--- config.mk ---
export PLATFORM = sky130hd
export DESIGN_NAME = riosub_rx
export DESIGN_NICKNAME = d
export VERILOG_FILES = /design/src/rtl/riosub_pkg.sv /design/src/rtl/riosub_uart_rx.sv /design/src/rtl/riosub_rx.sv
export SDC_FILE = /design/constraint.sdc
export NUM_CORES = 1
export LEC_CHECK = 0
export CAP_MARGIN = 20
export CORE_MARGIN = 2
export CORE_UTILIZATION = 43
export CTS_CLUSTER_DIAMETER = 150
export DETAILED_ROUTE_END_ITERATION = 12
export SETUP_SLACK_MARGIN = 0.15
export SYNTH_ARGS = -nofsm -noshare
export SYNTH_HDL_FRONTEND = slang
export SYNTH_SLANG_ARGS = --single-unit
--- constraint.sdc ---
create_clock -name clk -period 2.1 [get_ports clk]
set_input_delay 0.21 -clock clk [delete_from_list [all_inputs] [get_ports clk]]
set_output_delay 0.21 -clock clk [all_outputs]
set_load 0.01 [all_outputs]
--- src/rtl/riosub_pkg.sv ---
// riosub_pkg: shared constants and state types for the riosub receive path.
//   RIOSUB_HDR          frame header word, sent MSB-first
//   RIOSUB_FRAME_BYTES  total bytes per frame (4 header + 4 duty + 1 flags)
//   riosub_state_e      frame parser states
//   uart_state_e        byte receiver states
//   hdr_byte()          header byte at position idx (0 = first on the wire)
package riosub_pkg;

  localparam logic [31:0] RIOSUB_HDR         = 32'h74697277;
  localparam int unsigned RIOSUB_FRAME_BYTES = 9;

  typedef enum logic [1:0] {
    ST_HUNT,
    ST_PAYLOAD,
    ST_CHECK
  } riosub_state_e;

  typedef enum logic [1:0] {
    U_IDLE,
    U_START,
    U_DATA,
    U_STOP
  } uart_state_e;

  function automatic logic [7:0] hdr_byte(input logic [1:0] idx);
    return 8'(RIOSUB_HDR >> {2'd3 - idx, 3'b000});
  endfunction

endpackage

--- src/rtl/riosub_uart_rx.sv ---
// riosub_uart_rx: 8N1 UART byte receiver.
//   clk         system clock
//   rst_n       asynchronous active-low reset
//   rx          serial input, idle high, asynchronous to clk
//   byte_data   last received byte (valid while byte_valid is high)
//   byte_valid  1-clk pulse: byte received with a good stop bit
//   byte_err    1-clk pulse: stop bit sampled low, byte discarded
module riosub_uart_rx
  import riosub_pkg::*;
#(
  parameter int unsigned ClkFrequency = 12000000,
  parameter int unsigned Baud         = 9600
) (
  input  logic       clk,
  input  logic       rst_n,
  input  logic       rx,
  output logic [7:0] byte_data,
  output logic       byte_valid,
  output logic       byte_err
);

  localparam int unsigned CLKS_PER_BIT = ClkFrequency / Baud;
  localparam int unsigned HALF_BIT     = CLKS_PER_BIT / 2;
  localparam int unsigned CW           = $clog2(CLKS_PER_BIT + 1);

  logic rx_meta, rx_sync, rx_prev;

  uart_state_e state, state_n;
  logic [CW-1:0] cnt, cnt_n;
  logic [2:0]    bit_idx, bit_idx_n;
  logic [7:0]    shreg, shreg_n;
  logic          valid_n, err_n;

  always_ff @(posedge clk or negedge rst_n) begin
    if (!rst_n) begin
      rx_meta <= 1'b1;
      rx_sync <= 1'b1;
      rx_prev <= 1'b1;
    end else begin
      rx_meta <= rx;
      rx_sync <= rx_meta;
      rx_prev <= rx_sync;
    end
  end

  always_ff @(posedge clk or negedge rst_n) begin
    if (!rst_n) begin
      state      <= U_IDLE;
      cnt        <= '0;
      bit_idx    <= '0;
      shreg      <= '0;
      byte_valid <= 1'b0;
      byte_err   <= 1'b0;
    end else begin
      state      <= state_n;
      cnt        <= cnt_n;
      bit_idx    <= bit_idx_n;
      shreg      <= shreg_n;
      byte_valid <= valid_n;
      byte_err   <= err_n;
    end
  end

  always_comb begin
    state_n   = state;
    cnt_n     = cnt;
    bit_idx_n = bit_idx;
    shreg_n   = shreg;
    valid_n   = 1'b0;
    err_n     = 1'b0;
    case (state)
      U_IDLE: begin
        if (rx_prev && !rx_sync) begin
          state_n = U_START;
          cnt_n   = '0;
        end
      end
      U_START: begin
        // Half a bit in: a high line here was a glitch, not a start bit.
        if (cnt == CW'(HALF_BIT - 1)) begin
          cnt_n = '0;
          if (!rx_sync) begin
            state_n   = U_DATA;
            bit_idx_n = '0;
          end else begin
            state_n = U_IDLE;
          end
        end else begin
          cnt_n = cnt + CW'(1);
        end
      end
      U_DATA: begin
        if (cnt == CW'(CLKS_PER_BIT - 1)) begin
          cnt_n   = '0;
          shreg_n = {rx_sync, shreg[7:1]};
          if (bit_idx == 3'd7) state_n = U_STOP;
          else                 bit_idx_n = bit_idx + 3'd1;
        end else begin
          cnt_n = cnt + CW'(1);
        end
      end
      U_STOP: begin
        if (cnt == CW'(CLKS_PER_BIT - 1)) begin
          cnt_n   = '0;
          state_n = U_IDLE;
          if (rx_sync) valid_n = 1'b1;
          else         err_n   = 1'b1;
        end else begin
          cnt_n = cnt + CW'(1);
        end
      end
      default: state_n = U_IDLE;
    endcase
  end

  assign byte_data = shreg;

endmodule

--- src/rtl/riosub_rx.sv ---
// riosub_rx: receive end of the riosub link. Parses the 9-byte frame
// {header, duty[31:0], {enable, 7'd0}} and presents validated fields atomically.
//   clk             system clock
//   rst_n           asynchronous active-low reset
//   rx              serial line, idle high
//   pwmout2_dty     signed duty from last good frame
//   pwmout2_enable  enable from last good frame, gated by watchdog
//   frame_valid     1-clk pulse when outputs are updated
//   link_ok         high while the watchdog has not expired
//   err_count       saturating count of dropped frames/bytes
module riosub_rx
  import riosub_pkg::*;
#(
  parameter int unsigned ClkFrequency  = 12000000,
  parameter int unsigned Baud          = 9600,
  parameter int unsigned BYTE_TIMEOUT  = 25000,
  parameter int unsigned WATCHDOG_CLKS = 4000000
) (
  input  logic               clk,
  input  logic               rst_n,
  input  logic               rx,
  output logic signed [31:0] pwmout2_dty,
  output logic               pwmout2_enable,
  output logic               frame_valid,
  output logic               link_ok,
  output logic [7:0]         err_count
);

  localparam int unsigned TW = $clog2(BYTE_TIMEOUT + 1);
  localparam int unsigned WW = $clog2(WATCHDOG_CLKS + 1);

  logic [7:0] byte_data;
  logic       byte_valid, byte_err;

  riosub_uart_rx #(
    .ClkFrequency(ClkFrequency),
    .Baud        (Baud)
  ) u_uart (
    .clk       (clk),
    .rst_n     (rst_n),
    .rx        (rx),
    .byte_data (byte_data),
    .byte_valid(byte_valid),
    .byte_err  (byte_err)
  );

  riosub_state_e state, state_n;
  logic [1:0]    idx, idx_n;
  logic [2:0]    n, n_n;
  logic [39:0]   hold, hold_n;
  logic [TW-1:0] timer;
  logic [WW-1:0] wd;
  logic          en_q;
  logic          hunt0, timeout, pass, err_inc;

  assign hunt0   = (state == ST_HUNT) && (idx == 2'd0);
  // A byte landing on the timeout cycle still counts; the frame survives.
  assign timeout = !hunt0 && (timer == TW'(BYTE_TIMEOUT)) && !byte_valid;

  always_ff @(posedge clk or negedge rst_n) begin
    if (!rst_n) begin
      state <= ST_HUNT;
      idx   <= '0;
      n     <= '0;
      hold  <= '0;
    end else begin
      state <= state_n;
      idx   <= idx_n;
      n     <= n_n;
      hold  <= hold_n;
    end
  end

  always_comb begin
    state_n = state;
    idx_n   = idx;
    n_n     = n;
    hold_n  = hold;
    pass    = 1'b0;
    err_inc = 1'b0;
    case (state)
      ST_HUNT: begin
        if (byte_valid) begin
          if (byte_data == hdr_byte(idx)) begin
            if (idx == 2'd3) begin
              state_n = ST_PAYLOAD;
              idx_n   = '0;
              n_n     = '0;
            end else begin
              idx_n = idx + 2'd1;
            end
          end else begin
            // A stray 0x74 may itself open a new header.
            idx_n = (byte_data == hdr_byte(2'd0)) ? 2'd1 : 2'd0;
          end
        end
      end
      ST_PAYLOAD: begin
        if (byte_valid) begin
          hold_n = {hold[31:0], byte_data};
          if (n == 3'd4) state_n = ST_CHECK;
          else           n_n = n + 3'd1;
        end
      end
      ST_CHECK: begin
        state_n = ST_HUNT;
        idx_n   = '0;
        if (hold[6:0] == 7'd0) pass = 1'b1;
        else                   err_inc = 1'b1;
      end
      default: begin
        state_n = ST_HUNT;
        idx_n   = '0;
      end
    endcase
    if (timeout || byte_err) begin
      state_n = ST_HUNT;
      idx_n   = '0;
      err_inc = 1'b1;
    end
  end

  always_ff @(posedge clk or negedge rst_n) begin
    if (!rst_n) begin
      timer <= '0;
    end else if (byte_valid || hunt0) begin
      timer <= '0;
    end else if (timer != TW'(BYTE_TIMEOUT)) begin
      timer <= timer + TW'(1);
    end
  end

  always_ff @(posedge clk or negedge rst_n) begin
    if (!rst_n) begin
      pwmout2_dty <= '0;
      en_q        <= 1'b0;
      frame_valid <= 1'b0;
      wd          <= '0;
      err_count   <= '0;
    end else begin
      frame_valid <= pass;
      if (pass) begin
        pwmout2_dty <= signed'(hold[39:8]);
        en_q        <= hold[7];
        wd          <= WW'(WATCHDOG_CLKS);
      end else if (wd != '0) begin
        wd <= wd - WW'(1);
      end
      if (err_inc && (err_count != '1)) err_count <= err_count + 8'd1;
    end
  end

  assign link_ok        = (wd != '0);
  assign pwmout2_enable = en_q & link_ok;

endmodule

==> impl_results.md <==
* Status: finished with violations
* Failing checks: negative setup slack
* Clk_skew at approximately 0.0056 ns
* Worst hold path type: input pin to register
* Final setup violation count at 27
* Diodes inserted at 0
* Gr usage total at 20.6%
* Setup TNS at -1.52 ns
* Critical Path RT at 1.89 ns
* First-pass GRT wire length at 28,900 um
* Nets at 840
* Drt total wl at 17,800 um
* Worst hold start: rx
* Vias/cell at between 5 and 6
* Pwr dens at about 740 nW/um2
* Fraction of layout cells with a size suffix above 1 at just under 40%
* VDD IR max at 603 uV
* TritonCTS Sinks at 155
* Setup WS post-layout at -0.266 ns
* Total global routing overflow at 0
* RSZ-0062 raised after global routing: true
* Routed len/inst at 17.0 um
* Cells after Synth at 671
* First drt pass iteration count at 6
* Synth area leaders: dfrtp_1 54%, mux2_2 8.3%, nand2_1 7.1%
* Filler cells at 1,242
* Chip Width at 132 um
* Multi-input logic area at 3840 um2
* Startpoint types: register
* Tmin final at 2.37 ns
* CTS Root Buffer Type: clkbuf_16
* Placed Cells at 961
* Critical path class: register to output port
* Syn_nets at about 690
* Synth Area per Inst at 10.6 um2
* Number of enable flip-flop cells after synthesis at 0
* Mapped Area at 7090 um2
* Fin. Hold Viols at 0
* Tcrit/Tclk final at 113%
* Max Slew Vio Count at 0
* Hold slack at 0.193 ns
* Vias after detailed routing at 5,603
* Leak pwr at 4.94 nW
* Routability congestion estimate at 0.801
* Crit path from: wd[12]
* FF-to-FF Start: wd[13]
* Total CTS buffers at 17
* Post-synth ARST share at 100%
* Worst Path Arrival at 2.16 ns
* CTS tree: built
* H-Tree Depth at 4
* Register Area at 3880 um2
* Die area at 17,500 um2
* Rel. slew slack at 63.6%
* Crit-path max FO at 4
* Cell Count, Final, Fillers Out at 1,046
* Largest net degree at the start of global routing at 52
* Post-synth top area share at 53.7%
* Pwr Total at 7.69 mW
* Core Area at 16,000 um2
* Clock Path Buffers at 2
* Hold path depth at 1
* Vias in the first global route at approximately 5,700
* Initial antenna violation count at 0
* # IOs at 46
* Distinct cells, synth at 51
* Initial Util at 44.3%
* Critical path endpoint category: output port
* R2R depth at 5
* Rows at 46
* Worst Tran Pin Value at ~0.55 ns
* Dpl hpwl at 9520 um
* Synth Register Bits at 155
* Clock Latency Late Sink at between 0.4 and 0.5 ns
* Final ANT Viol Nets at 0
* Port bufs at 45
* Most used DFF post-synth: dfrtp_1
* Clock transition at path regs at 0.06 ns
* Share of the yosys chip area belonging to registers at 54.8%
* Drt first-iter violations at 362
* Area leader, netlist: dfrtp_1
* Max Clk Rate at ~0.42 GHz
* Synthesis-to-finish area growth at 46.9%
* Drt drc at 0
* Reg2reg setup slack at -0.15 ns
* Max Cap Viol at 0
* Top-count cell post-synth: dfrtp_1
* Post-synth top cells: 152 x dfrtp_1, 135 x nand2_1, 52 x mux2_2, 43 x nor2_1, 27 x nand3_1
* Chip Height at 132 um
* Dpl ws at -0.209 ns
* Synth warn at 0
-- logic make-up after synthesis --
group | share of synthesized area (%)
buffers and inverters | 2.35
muxes | 8.54
AOI/OAI and AO/OA | 5.88
DFF | 54.8
adders and majority gates | 3.53
xor gates and xnor gates | 4.57
and+or+nand+nor | 20.4
-- registers in the layout, indices dropped and copies added (netlist names), 2 cells and up, named ones only --
signal,cells
wd,22
u_uart.cnt,11
n,3
hold,40
idx,2
u_uart.bit_idx,3
state,2
timer,15
pwmout2_dty,32
err_count,8
u_uart.byte_data,8
-- cell usage in the layout, fill, tap and decap left out, types with 6 or more instances in the layout --
cell	synthesis	routed
a21oi_1	22	15
a21oi_2	0	6
a31oi_1	7	7
buf_12	0	14
buf_16	0	11
buf_4	0	59
buf_6	0	15
clkbuf_16	0	19
clkdlybuf4s50_1	0	42
dfrtp_1	152	151
ha_1	20	16
inv_1	21	17
mux2_2	52	40
mux2_4	0	12
nand2_1	135	74
nand2_2	0	37
nand2_4	0	23
nand2b_1	12	10
nand3_1	27	23
nand4_1	10	10
nor2_1	43	35
nor2_4	0	7
nor3_1	10	7
o21ai_0	13	9
or3_1	8	8
xnor2_1	15	13
xor2_1	22	21
-- worst max-delay path, stage by stage (launching register included) --
cell and delay (ns):
dfrtp_1 0.40, or4_4 0.59, nor4_4 0.38, nand2_2 0.10, and2_1 0.14, buf_2 0.13
-- final cells by class --
type                       instances  share of cell area [%]
sequential                       155                    37.3
inverter                          21                   0.829
clock inverter                    13                    1.84
clock buffer                      19                    4.16
tap                              216                    2.60
multi-input combinational        475                    36.9
timing repair buffer             147                    16.4
-- timing repair --
item                                    CTS  global route
pin swaps                                63            70
hold buffers                              1             0
resized for setup                       110           106
hold endpoints to repair                 36             0
buffers inserted                         28             9
gates cloned                             13             2
endpoints found under the setup margin   86            93
-- metrics by stage --
step / cell area, um2 / util (%)
2_1_floorplan: 7190 / -
3_3_place_gp: 8250 / 51.6
3_5_place_dp: 8250 / 51.6
4_1_cts: 9880 / 61.7
5_1_grt: 10400 / 65.1
6_report: 10400 / 65.1
-- power breakdown --
part,switching (mW),leakage [nW],total (mW),internal (mW)
Sequential,0.0511,2.15,3.09,3.04
Clock,1.26,0.294,3.26,2.00
Combinational,0.751,2.50,1.35,0.595
-- per-layer routing --
metal / up-vias / part of all wire (%) / global-route usage (%)
li1: 2627 / - / -
met1: 2821 / 42 / 25.3
met2: 119 / 52 / 35.8
met3: 36 / 3.3 / 3.65
met4: 0 / 2.8 / 8.42
met5: - / 0 / 0
-- worst paths after layout --
check / end
max: pwmout2_enable
max in group asynchronous: timer[12]
max reg2reg: wd[21]
min: u_uart.rx_meta
min in group asynchronous: pwmout2_dty[26]
min reg2reg: u_uart.rx_sync
No activity file was read; power rests on OpenSTA's default activity.
